`src/rtl/id_ex_hazard_reg.sv`:
```
// id_ex_hazard_reg
//   ID/EX pipeline register for the 5-stage RISC-V pipeline, with load-use
//   hazard detection, bubble insertion and taken-branch squash.
//
// Ports
//   clk, reset            : clock; asynchronous active-high reset
//   id_*                  : decoded instruction presented by ID
//   flush                 : squash the ID instruction (taken branch)
//   ex_*                  : registered instruction presented to EX
//   stall                 : combinational; hold PC and IF/ID this cycle
//   bubble_count          : saturating count of inserted bubbles
module id_ex_hazard_reg #(
    parameter int XLEN  = 64,
    parameter int CNT_W = 16
) (
    input  logic             clk,
    input  logic             reset,
    input  logic             id_valid,
    input  logic [XLEN-1:0]  id_pc,
    input  logic [XLEN-1:0]  id_rs1_data,
    input  logic [XLEN-1:0]  id_rs2_data,
    input  logic [XLEN-1:0]  id_imm,
    input  logic [4:0]       id_rs1,
    input  logic [4:0]       id_rs2,
    input  logic [4:0]       id_rd,
    input  logic [3:0]       id_funct,
    input  logic [1:0]       id_aluop,
    input  logic             id_alusrc,
    input  logic             id_branch,
    input  logic             id_memread,
    input  logic             id_memwrite,
    input  logic             id_memtoreg,
    input  logic             id_regwrite,
    input  logic             flush,
    output logic             ex_valid,
    output logic [XLEN-1:0]  ex_pc,
    output logic [XLEN-1:0]  ex_rs1_data,
    output logic [XLEN-1:0]  ex_rs2_data,
    output logic [XLEN-1:0]  ex_imm,
    output logic [4:0]       ex_rs1,
    output logic [4:0]       ex_rs2,
    output logic [4:0]       ex_rd,
    output logic [3:0]       ex_funct,
    output logic [1:0]       ex_aluop,
    output logic             ex_alusrc,
    output logic             ex_branch,
    output logic             ex_memread,
    output logic             ex_memwrite,
    output logic             ex_memtoreg,
    output logic             ex_regwrite,
    output logic             stall,
    output logic [CNT_W-1:0] bubble_count
);

    // Control fields packed as {alusrc, branch, memread, memwrite, memtoreg, regwrite}
    logic             valid_q, valid_d;
    logic [XLEN-1:0]  pc_q, pc_d;
    logic [XLEN-1:0]  rs1_data_q, rs1_data_d;
    logic [XLEN-1:0]  rs2_data_q, rs2_data_d;
    logic [XLEN-1:0]  imm_q, imm_d;
    logic [4:0]       rs1_q, rs1_d;
    logic [4:0]       rs2_q, rs2_d;
    logic [4:0]       rd_q, rd_d;
    logic [3:0]       funct_q, funct_d;
    logic [1:0]       aluop_q, aluop_d;
    logic [5:0]       ctrl_q, ctrl_d;
    logic [CNT_W-1:0] cnt_q, cnt_d;

    logic load_use;
    logic bubble;

    // rs2 is compared even for instructions that do not read it; a spurious
    // one-cycle stall is cheaper than decoding the opcode here.
    assign load_use = valid_q & ctrl_q[3] & (rd_q != 5'd0) & id_valid &
                      ((rd_q == id_rs1) | (rd_q == id_rs2));

    // A flush already discards the dependent instruction, so holding the
    // front end would only lose the branch-target fetch.
    assign stall  = load_use & ~flush;
    assign bubble = flush | load_use;

    always_comb begin
        // Data fields follow ID even in a bubble; only valid/control are forced.
        valid_d    = id_valid;
        pc_d       = id_pc;
        rs1_data_d = id_rs1_data;
        rs2_data_d = id_rs2_data;
        imm_d      = id_imm;
        rs1_d      = id_rs1;
        rs2_d      = id_rs2;
        rd_d       = id_rd;
        funct_d    = id_funct;
        aluop_d    = id_aluop;
        ctrl_d     = {id_alusrc, id_branch, id_memread,
                      id_memwrite, id_memtoreg, id_regwrite};
        cnt_d      = cnt_q;

        if (bubble) begin
            // aluop 00 / funct 0000 decodes to ADD downstream: harmless.
            valid_d = 1'b0;
            rd_d    = 5'd0;
            funct_d = 4'd0;
            aluop_d = 2'b00;
            ctrl_d  = 6'd0;
            if (cnt_q != {CNT_W{1'b1}}) begin
                cnt_d = cnt_q + 1'b1;
            end
        end
    end

    always_ff @(posedge clk or posedge reset) begin
        if (reset) begin
            valid_q    <= 1'b0;
            pc_q       <= '0;
            rs1_data_q <= '0;
            rs2_data_q <= '0;
            imm_q      <= '0;
            rs1_q      <= 5'd0;
            rs2_q      <= 5'd0;
            rd_q       <= 5'd0;
            funct_q    <= 4'd0;
            aluop_q    <= 2'b00;
            ctrl_q     <= 6'd0;
            cnt_q      <= '0;
        end else begin
            valid_q    <= valid_d;
            pc_q       <= pc_d;
            rs1_data_q <= rs1_data_d;
            rs2_data_q <= rs2_data_d;
            imm_q      <= imm_d;
            rs1_q      <= rs1_d;
            rs2_q      <= rs2_d;
            rd_q       <= rd_d;
            funct_q    <= funct_d;
            aluop_q    <= aluop_d;
            ctrl_q     <= ctrl_d;
            cnt_q      <= cnt_d;
        end
    end

    assign ex_valid     = valid_q;
    assign ex_pc        = pc_q;
    assign ex_rs1_data  = rs1_data_q;
    assign ex_rs2_data  = rs2_data_q;
    assign ex_imm       = imm_q;
    assign ex_rs1       = rs1_q;
    assign ex_rs2       = rs2_q;
    assign ex_rd        = rd_q;
    assign ex_funct     = funct_q;
    assign ex_aluop     = aluop_q;
    assign ex_alusrc    = ctrl_q[5];
    assign ex_branch    = ctrl_q[4];
    assign ex_memread   = ctrl_q[3];
    assign ex_memwrite  = ctrl_q[2];
    assign ex_memtoreg  = ctrl_q[1];
    assign ex_regwrite  = ctrl_q[0];
    assign bubble_count = cnt_q;

endmodule

```
`config.mk`:
```
export PLATFORM = sky130hd
export DESIGN_NAME = id_ex_hazard_reg
export DESIGN_NICKNAME = d
export VERILOG_FILES = /design/src/rtl/id_ex_hazard_reg.sv
export SDC_FILE = /design/constraint.sdc
export NUM_CORES = 1
export LEC_CHECK = 0
export BUFFER_PORTS_ARGS = -buffer_cell sky130_fd_sc_hd__clkbuf_2
export CAP_MARGIN = 20
export CORE_AREA = 2 2 227 229
export DETAILED_ROUTE_END_ITERATION = 8
export DIE_AREA = 0 0 229 231
export GPL_TIMING_DRIVEN = 0
export PLACE_DENSITY_LB_ADDON = 0.15
export REMOVE_ABC_BUFFERS = 1
export SYNTH_ARGS = -nofsm -noshare
export SYNTH_HDL_FRONTEND = slang
export SYNTH_SLANG_ARGS = --single-unit
```
`constraint.sdc`:
```
create_clock -name clk -period 12.6 [get_ports clk]
set_input_delay 1.26 -clock clk [delete_from_list [all_inputs] [get_ports clk]]
set_output_delay 1.26 -clock clk [all_outputs]
set_load 0.1 [all_outputs]
```
After elaboration in Yosys (flattened, before gate mapping)

Index checks and enable logic that the tools add are counted.
W data, S select, Z words.

Multiplexer cells: 5
Reduce and logical (&&, ||, !) cells: 2
Bitwise gates (word level): 8
Equality and inequality tests: 3
Add/sub/neg operators: 1

Operators by type and width:

| cell                    | number |
|---|---|
| $add A16 B1 Y16 const B | 1 |
| $ne A16 B16 Y1 const B  | 1 |
| $eq A5 B5 Y1            | 2 |
| $mux W6                 | 1 |
| $and A1 B1 Y1           | 5 |
| $mux W5                 | 1 |
| $reduce_bool A5 Y1      | 1 |
| $mux W4                 | 1 |
| $mux W2                 | 1 |
| $or A1 B1 Y1            | 2 |
| $reduce_and A2 Y1       | 1 |
| $mux W1                 | 1 |
| $not A1 Y1              | 1 |

Input port bits: 287
Word-level logic and storage cells: 31
Bits in registers: 300
Output and inout port bits: 301

Depth between registers and ports, before layout

Depth after elaboration: 6
Depth in mapped cells: 8
Depth with buffers taken out: 6

Worst setup path before layout

OpenSTA, ideal clock, no wires.

Path kind: input -> output
From: input port id_rs2[4]
To: output port stall
Slack: 8.306 ns
Data required time: 11.340 ns
Path buffers: 0
Arrival: 3.034 ns
Cell stages on the path: 5
Cells stage by stage: xnor2_1 -> nand3_1 -> o22ai_2 -> nand2_1 -> nor2_1

Word-level cells in the longest chain between the ends: 4

RTL lines:

| what          | line | RTL |
|---|---|---|
| from (decl)   | 24   | `input logic [4:0] id_rs2,` |
| $eq A5 B5 Y1  | 75   | `((rd_q == id_rs1) \| (rd_q == id_rs2));` |
| $or A1 B1 Y1  | 75   |  |
| $and A1 B1 Y1 | 74   | `assign load_use = valid_q & ctrl_q[3] & (rd_q != 5'd0) & id_valid &` |
| $and A1 B1 Y1 | 79   | `assign stall = load_use & ~flush;` |
| to (decl)     | 51   | `output logic stall,` |

No other way between the ends.

Final worst setup path

Ends and elaborated chain as after synthesis.

==> results.yml <==
outcome:
  status: "finished clean"
setup_path:
  ff2ff_setup_slack_ns: 10.45
  worstSetupStartpointType: "primary input"
  worstPathRequired_ns: 11.34
  slowest_stage: "clkbuf_2"
  cp_num_cells: 7
  crit_buf_inv: 2
  cp_common_cell: "clkbuf_2"
  path_max_fanout: 2
  r2r-start: "ex_rd[2]"
  rr_worst_depth: 6
  path_delay_family: "buffers and inverters"
  regToRegEndpoint: "bubble_count[1]"
  setup.worst_path.end_class: "primary output"
  slowest_delay_ns: 0.46
  crit_type: "in2out"
  crit_chain: "clkbuf_2 -> xnor2_1 -> nand3_1 -> o22ai_2 -> nand2_1 -> nor2_1 -> clkbuf_2"
  worst-endpoint-arrival_ns: 2.51
clock_tree:
  clock-sinks: 300
  cts_root_buffer: "clkbuf_16"
  cts_hold_buf: 0
  post_cts_resized: 0
  clockBufferDepth: 3
  path_clk_slew_ns: 0.05
  cts_setup_buffers: 0
  h-tree-depth: 2
  clk_latency_ns: 0.52
  cts_tree: "built"
  cts_inserted_buffers: 36
global_routing:
  grt_start_max_net_pins: 117
  grt_remaining_overflow: 0
  grtUsageTotal_pct: 10.5
  antenna_found_initial: 1
  grt_pass1_wl_um: 40800
  grt_pass1_vias: 5947
placement:
  place_ws_ns: 8.81
  io_buffers: 587
  hpwl_um: 22800
  placedCellCount: 1664
  gp_congestion: 0.759
die:
  dieArea_um2: 52900
  fp.dieW_um: 229
  ios: 588
  die_h_um: 231
  rows: 83
  start_util_pct: 16.3
  core_area_um2: 50700
routing:
  wl_per_cell_um: 16.7
  final_antenna_net_count: 0
  drtPass1Iterations: 3
  vias: 5589
  vias_per_cell: 3.25
  first_iter_violations: 158
  drc: 0
  drt_wl_total_um: 28700
pwr:
  ir_drop_mv: 0.102
  powerDensity_nw_per_um2: 204
  p_leak_nw: 6.80
final_layout:
  nFillCells: 5448
  diodes: 0
  fin_nets: 1310
  drive_gt1_share_pct: 63.0
  final_cells: 1721
  syn_to_final_growth_pct: 59.6
synth:
  postSynthAreaPerCell_um2: 20.7
  netlist_area_um2: 8240
  seq_area_frac_synth_pct: 91.1
  yosys.cell_types.count: 30
  ys_ff_latch: 300
  netlist_instances: 398
  yosysWarningCount: 0
sta:
  clock.fmax_mhz: 265
  finalClockSkew_ns: 0.00385
  worst_slack_ns: 8.83
  hold_violations: 0
  slew_violations: 0
  period_share_pct: 30.0
  fin_crit_ns: 3.77
  finalSetupViolations: 0
  rsz0062_at_grt: "no"
  max_slew_margin_pct: 41.5
  worstMarginPinSlew_ns: 0.876
min_path:
  whs_endpoint: "bubble_count[4]"
  min_path_cells: 1
  holdCritStartpoint: "bubble_count[4]"
  hp-class: "reg2reg"
flow_run:
  drv_cap: 0
-- placed cells by master (no fill, tap or decap), types with 3 or more instances in the layout --
| master | instances |
|---|---|
| xor2_1 | 12 |
| and2_1 | 9 |
| clkbuf_2 | 587 |
| clkbuf_8 | 5 |
| clkbuf_16 | 36 |
| xnor2_1 | 10 |
| and2_2 | 9 |
| nor2_1 | 5 |
| mux2_2 | 3 |
| clkbuf_1 | 12 |
| nand2_1 | 9 |
| nand3_1 | 6 |
| nand4_1 | 3 |
| dfrtp_1 | 300 |
| nor3_1 | 8 |
-- synth_stat cells --
| cell | instances | area share [%] |
|---|---|---|
| ha_1 | 1 | 0.15 |
| o211ai_1 | 1 | 0.091 |
| nor2_2 | 1 | 0.076 |
| nand2_1 | 9 | 0.41 |
| mux2_2 | 3 | 0.41 |
| xor2_1 | 12 | 1.3 |
| nand2b_1 | 1 | 0.076 |
| and2_2 | 9 | 0.82 |
| dfrtp_1 | 300 | 91 |
| nor4_4 | 2 | 0.52 |
| a21oi_4 | 1 | 0.20 |
| nor2_1 | 5 | 0.23 |
| or3_1 | 1 | 0.076 |
| buf_6 | 1 | 0.14 |
| nor3b_1 | 2 | 0.18 |
| nand4_1 | 3 | 0.23 |
| xnor2_1 | 10 | 1.1 |
| clkbuf_1 | 2 | 0.091 |
| and2_1 | 9 | 0.68 |
| nor3_1 | 8 | 0.49 |
| inv_1 | 2 | 0.091 |
| nand2b_4 | 1 | 0.17 |
| nor2_8 | 1 | 0.24 |
| and4_1 | 1 | 0.11 |
| o22ai_2 | 1 | 0.15 |
| a21oi_1 | 2 | 0.12 |
| and3_2 | 1 | 0.091 |
| nor4b_1 | 1 | 0.11 |
| nand3_1 | 6 | 0.36 |
| nand3_4 | 1 | 0.21 |
-- state kept, by name (all words and copies together) (netlist names) --
signal	cells
ex_rd	5
ex_rs2	5
ex_pc	64
ex_rs1	5
ex_aluop	2
ex_funct	4
ctrl_q	6
bubble_count	16
ex_rs1_data	64
ex_valid	1
ex_imm	64
ex_rs2_data	64
-- logic make-up after synthesis --
group | share of synthesized area (%)
xor+xnor | 2.34
fa+ha+maj | 0.152
buf+inv | 0.319
mux | 0.410
compound gates | 0.562
flops | 91.1
simple gates | 5.07
-- metal layers --
layer	vias up	GRT usage (%)	wire length, um
met3	44	4.45	2840
li1	2515	-	-
met5	-	0	0
met4	0	4.00	794
met2	317	18.3	14800
met1	2713	11.5	10300
-- area by class of cell --
type,instances,area [um2],share of cell area [%]
inverters,2,15.0,0.114
repair buffers,589,2990,22.8
flip-flops and latches,300,7510,57.1
clock buffers,53,1010,7.72
multi-input cells,93,703,5.35
clock inverters,4,60.1,0.457
well taps,680,851,6.47
-- power by group --
group	switching [mW]	internal [mW]
Clock	0.388	0.574
Combinational	0.561	0.0921
Sequential	0.0406	1.03
-- worst register-to-register path, cell delays in order (launching register included) --
cell	delay [ns]
dfrtp_1	0.44
xnor2_1	0.16
nand3_1	0.09
o22ai_2	0.12
a21oi_4	0.71
nor2_1	0.20
mux2_2	0.31
-- per-stage QoR --
stage | power, mW | setup TNS [ns] | hold slack (ns) | utilization, % | area (um2)
CTS | 2.74 | 0 | 0.502 | 25.9 | 13100
floorplan | 1.59 | 0 | 0.973 | - | 8220
detailed placement | 1.75 | 0 | 0.487 | 23.8 | 12100
global route | 2.80 | 0 | 0.529 | 25.9 | 13100
global placement | 1.74 | -216.03 | 0.492 | 23.7 | 12000
finish | 2.68 | 0 | 0.498 | 25.9 | 13100
-- worst max path at each step --
| stage | startpoint | endpoint | slack [ns] |
|---|---|---|---|
| finish | id_rs2[4] | stall | 8.83 |
| CTS | id_rs2[0] | stall | 8.80 |
| global route | id_rs2[0] | stall | 8.72 |
| floorplan | reset | bubble_count[0] | 3.05 |
| detailed placement | id_rs2[0] | stall | 8.81 |
| global placement | reset | bubble_count[10] | -0.77 |
No activity file was read; power rests on OpenSTA's default activity.
